`config.mk`:
```
export PLATFORM = sky130hd
export DESIGN_NAME = hazard_flush_ctrl
export DESIGN_NICKNAME = d
export VERILOG_FILES = /design/src/rtl/hazard_flush_ctrl.sv
export SDC_FILE = /design/constraint.sdc
export NUM_CORES = 1
export LEC_CHECK = 0
export BUFFER_PORTS_ARGS = -buffer_cell sky130_fd_sc_hd__buf_2
export CORE_MARGIN = 2
export CORE_UTILIZATION = 44
export CTS_CLUSTER_SIZE = 14
export DETAILED_ROUTE_END_ITERATION = 10
export PLACE_DENSITY = 0.69
export SLEW_MARGIN = 10
export SYNTH_ARGS = -nofsm -noshare
export SYNTH_HDL_FRONTEND = slang
export SYNTH_SLANG_ARGS = --single-unit
```
`constraint.sdc`:
```
create_clock -name clk_in -period 6.1 [get_ports clk_in]
set_clock_uncertainty 0.2 [all_clocks]
set_input_delay 0.915 -clock clk_in [delete_from_list [all_inputs] [get_ports clk_in]]
set_output_delay 0.915 -clock clk_in [all_outputs]
set_load 0.03 [all_outputs]
```
`src/rtl/hazard_flush_ctrl.sv`:
```
// Pipeline hazard and flush controller for a five-stage in-order core.
// Detects load-use hazards, applies pipeline-wide freezes while data memory
// is busy, and flushes decode for FLUSH_CYCLES cycles after a PC redirect.
// Also keeps saturating counters of stalled cycles and accepted redirects.
module hazard_flush_ctrl #(
  parameter int unsigned FLUSH_CYCLES = 2
) (
  input  logic        clk_in,
  input  logic        rst_in,
  input  logic [4:0]  id_rs1_addr_in,
  input  logic [4:0]  id_rs2_addr_in,
  input  logic [4:0]  ex_rd_addr_in,
  input  logic        ex_mem_read_in,
  input  logic        redirect_in,
  input  logic        mem_busy_in,
  input  logic        clr_cnt_in,
  output logic        pc_stall_out,
  output logic        if_id_stall_out,
  output logic        id_ex_stall_out,
  output logic        if_id_flush_out,
  output logic        id_ex_flush_out,
  output logic        busy_out,
  output logic [15:0] stall_cnt_out,
  output logic [15:0] redirect_cnt_out
);

  typedef enum logic {
    RUN   = 1'b0,
    FLUSH = 1'b1
  } state_t;

  // Value loaded into the flush down counter when a redirect is accepted;
  // the redirect cycle itself is the first flush cycle.
  localparam logic [2:0] FLUSH_LOAD = 3'(FLUSH_CYCLES - 1);
  localparam logic [15:0] CNT_MAX = 16'hFFFF;

  state_t      state_q, state_d;
  logic [2:0]  fcnt_q, fcnt_d;
  logic [15:0] stall_cnt_q, stall_cnt_d;
  logic [15:0] redirect_cnt_q, redirect_cnt_d;
  logic        load_use;
  logic        redirect_accept;

  // A load in execute whose destination feeds the decode instruction;
  // x0 is never a real dependency.
  always_comb begin
    load_use = ex_mem_read_in && (ex_rd_addr_in != 5'd0) &&
               ((ex_rd_addr_in == id_rs1_addr_in) ||
                (ex_rd_addr_in == id_rs2_addr_in));
  end

  // Next-state and control outputs: reset, then memory freeze, then the
  // flush sequence or a new redirect, then load-use bubble insertion.
  always_comb begin
    state_d         = state_q;
    fcnt_d          = fcnt_q;
    redirect_accept = 1'b0;
    pc_stall_out    = 1'b0;
    if_id_stall_out = 1'b0;
    id_ex_stall_out = 1'b0;
    if_id_flush_out = 1'b0;
    id_ex_flush_out = 1'b0;
    busy_out        = 1'b0;

    if (rst_in) begin
      if_id_flush_out = 1'b1;
      id_ex_flush_out = 1'b1;
    end else begin
      busy_out = (state_q == FLUSH);
      if (mem_busy_in) begin
        pc_stall_out    = 1'b1;
        if_id_stall_out = 1'b1;
        id_ex_stall_out = 1'b1;
      end else if (state_q == FLUSH) begin
        if_id_flush_out = 1'b1;
        id_ex_flush_out = 1'b1;
        if (fcnt_q <= 3'd1) begin
          state_d = RUN;
          fcnt_d  = 3'd0;
        end else begin
          fcnt_d = fcnt_q - 3'd1;
        end
      end else if (redirect_in) begin
        if_id_flush_out = 1'b1;
        id_ex_flush_out = 1'b1;
        redirect_accept = 1'b1;
        if (FLUSH_CYCLES > 1) begin
          state_d = FLUSH;
          fcnt_d  = FLUSH_LOAD;
        end
      end else if (load_use) begin
        pc_stall_out    = 1'b1;
        if_id_stall_out = 1'b1;
        id_ex_flush_out = 1'b1;
      end
    end
  end

  // Saturating performance counters; a clear wins over any increment.
  always_comb begin
    stall_cnt_d    = stall_cnt_q;
    redirect_cnt_d = redirect_cnt_q;
    if (clr_cnt_in) begin
      stall_cnt_d    = 16'd0;
      redirect_cnt_d = 16'd0;
    end else begin
      if (pc_stall_out && (stall_cnt_q != CNT_MAX)) begin
        stall_cnt_d = stall_cnt_q + 16'd1;
      end
      if (redirect_accept && (redirect_cnt_q != CNT_MAX)) begin
        redirect_cnt_d = redirect_cnt_q + 16'd1;
      end
    end
  end

  // State, flush counter and performance counter registers.
  always_ff @(posedge clk_in or posedge rst_in) begin
    if (rst_in) begin
      state_q        <= RUN;
      fcnt_q         <= 3'd0;
      stall_cnt_q    <= 16'd0;
      redirect_cnt_q <= 16'd0;
    end else begin
      state_q        <= state_d;
      fcnt_q         <= fcnt_d;
      stall_cnt_q    <= stall_cnt_d;
      redirect_cnt_q <= redirect_cnt_d;
    end
  end

  assign stall_cnt_out    = stall_cnt_q;
  assign redirect_cnt_out = redirect_cnt_q;

endmodule

```
==> impl_metrics.csv <==
group,metric,value,unit
route,viasPerCell,5.440,
clock_tree,postCtsResizedCells,0,
layout,mostFrequentLayoutCells,"58 x buf_2, 36 x dfrtp_1, 25 x nor2_1",
clock_tree,clk_path_buf_depth,2,
die,die_w,73.33,µm
timing,max_freq,292.3,MHz
synthesis,synth_cell_types,40,
setup_path,critPathMaxFanout,3,
place,placed_cell_area,2420,µm²
timing,slew_headroom,0.3132,
die,pin_count,59,
layout,final_common_cell,"buf_2",
synthesis,syn_area,2115,µm²
route,m1WireLength,2.169,mm
layout,fill_cells,446,
synthesis,ys_seq_area_frac,0.4260,
synthesis,synthAdderAreaFrac,0.02367,
run_status,status,"finished, final reports clean",
synthesis,syn_nets,266,
synthesis,synth_top_family_by_area,"simple AND/OR/NAND/NOR gates",
route,first_pass_iters,5,
clock_tree,clk_latency,0.29,ns
power_and_ir_drop,power.switching,171.7,µW
route,drtIter0Drc,104,
timing,finalHoldViolCount,0,
power_and_ir_drop,p_comb_frac,0.206,
power_and_ir_drop,swShare,0.3052,
die,rows,25,
layout,seqCellArea,900.9,µm²
synthesis,synth_compound_area_frac,0.1456,
timing,final.period_utilization,0.5608,
setup_path,worstSetupStartpointType,"input pin",
power_and_ir_drop,p_int,391.0,µW
synthesis,synth_seq_cells,36,
timing,maxSlewViolCount,0,
global_routing,grt_max_degree,37,
die,die_area,5377,µm²
global_routing,antenna_found_initial,0,
synthesis,muxShareOfSynthArea,0.01657,
clock_tree,clock-sinks,36,
setup_path,crit_type,"in2out",
place,hpwl,3.369,mm
route,drt.antenna.violating_nets,0,
die,die_y,73.33,µm
synthesis,syn_inst,241,
clock_tree,numCtsBuffers,5,
clock_tree,postCtsSetupRepairBufs,0,
synthesis,async_reset_ff_frac,1.000,
clock_tree,cts_root_buffer,"clkbuf_8",
power_and_ir_drop,leakagePower,0.001131,µW
layout,n_antenna_cell,0,
flow_run,drv_cap,0,
synthesis,synth_ff_type,"dfrtp_1",
setup_path,worstPathArrival,2.31,ns
timing,setup_viol,0,
place,gp_congestion,0.7768,
route,vias,1915,
power_and_ir_drop,seqPwrFrac,0.481,
clock_tree,cts_tree,"yes",
layout,multiInputGateArea,1124,µm²
timing,rsz0062_at_grt,"false",
timing,worstMarginPinSlew,1.030,ns
layout,final_area,2510,µm²
synthesis,yosys_warnings,0,
synthesis,synth_edf_count,0,
setup_path,worst_setup_path_end_kind,"primary output",
worst_hold_path,min_path_type,"reg2reg",
place,portBuffers,58,
timing,period_minus_slack,3.421,ns
route,wl_per_cell,13.38,µm
power_and_ir_drop,ir_worst_vdd,87.71,µV
setup_path,crit_required,4.98,ns
route,top_layer,"met4",
clock_tree,clkSlewWorstSetupHoldPaths,0.07,ns
timing,tns,0,ns
global_routing,grt_usage,0.1840,
route,met3_length,156,µm
global_routing,grt_overflow,0,
synthesis,syn_area_per_cell,8.774,µm²
route,routed-wl-met2,2.337,mm
layout,area_growth,18.70,%
synthesis,synthSimpleGateAreaFrac,0.2627,
route,wl,4.708,mm
route,drc_errors,0,
global_routing,grt_pass1_vias,1728,
layout,final_layout_size_suffix_gt1_frac,0.2550,
power_and_ir_drop,p_per_area,224.2,nW/µm²
clock_tree,hold_buffers,0,
die,core_area,4692,µm²
global_routing,grt_pass1_wl,7.728,mm
power_and_ir_drop,power,562.7,µW
layout,nets,322,
die,start_util,0.4507,
power_and_ir_drop,p_clk_frac,0.313,
clock_tree,htree_levels,2,
synthesis,synth_xor_area_frac,0.08284,
==> final cells by class <==
class | instances | share of cell area
multi-input combinational | 187 | 0.4477
tap | 54 | 0.02692
timing repair buffer | 59 | 0.1186
inverter | 8 | 0.01196
sequential | 36 | 0.3589
clock buffer | 8 | 0.03589
==> path summary, 6_finish.rpt <==
path	cells after the start	startpoint	end	slack, ns
worst max-delay path	7	ex_rd_addr_in[1]	if_id_stall_out	2.68
worst min-delay path	2	fcnt_q[1]	fcnt_q[1]	0.29
worst max register to register	7	stall_cnt_out[0]	stall_cnt_out[15]	3.37
worst min register to register	2	fcnt_q[1]	fcnt_q[1]	0.29
max in group asynchronous	3	rst_in	fcnt_q[0]	4.76
min in group asynchronous	3	rst_in	redirect_cnt_out[14]	0.62
==> critical path, cell delays in order <==
cell and delay (ns):
buf_2 0.12, or4_1 0.53, o21ai_2 0.17, and2b_1 0.22, nor2_1 0.10, nor2_1 0.06
buf_2 0.18
==> per-stage QoR <==
stage | setup slack [ns] | hold WS [ns] | cells | utilization
after global placement | 2.682 | 0.2626 | 344 | 0.5157
after detailed placement | 2.669 | 0.2706 | 344 | 0.5157
after CTS | 2.666 | 0.2861 | 352 | 0.5349
final | 2.679 | 0.2861 | 352 | 0.5349
after global routing | 2.603 | 0.3355 | 352 | 0.5349
after floorplan | 2.120 | 0.2485 | 241 | -
==> metal layers <==
| layer | track usage | up-vias |
|---|---|---|
| met2 | 0.2983 | 39 |
| met5 | 0 | - |
| met1 | 0.2522 | 904 |
| met4 | 0.06061 | 0 |
| li1 | - | 966 |
| met3 | 0.02881 | 6 |
==> sequential cells by signal, indices dropped and copies added, names as in the netlist <==
signal	flops
fcnt_q	3
redirect_cnt_out	16
stall_cnt_out	16
state_q	1
==> power groups by stage <==
stage	clock network [µW]	logic (µW)	registers (µW)
after detailed placement	0	116	275
after global routing	191	132	273
final	176	116	271
after global placement	0	113	274
after floorplan	0	91.6	270
after CTS	182	117	271
==> logic make-up (layout without fill, tap and decap cells) <==
family | count (synthesis) | in the layout
flops | 36 | 36
simple gates | 106 | 106
compound gates | 54 | 54
buf+inv | 18 | 75
fa+ha+maj | 4 | 4
mux | 3 | 3
xor+xnor | 20 | 20
==> synth_stat cells (all sizes together), types with 5 or more instances <==
| cell type | n | share of area |
|---|---|---|
| buf | 5 | 0.020 |
| inv | 8 | 0.014 |
| nand3 | 13 | 0.031 |
| nand2 | 20 | 0.036 |
| xnor2 | 17 | 0.070 |
| or3 | 18 | 0.053 |
| a21oi | 23 | 0.056 |
| dfrtp | 36 | 0.43 |
| o21ai | 21 | 0.053 |
| nand4 | 9 | 0.030 |
| clkbuf | 5 | 0.0089 |
| nor2 | 25 | 0.044 |
Power figures use the tool's default switching activity.
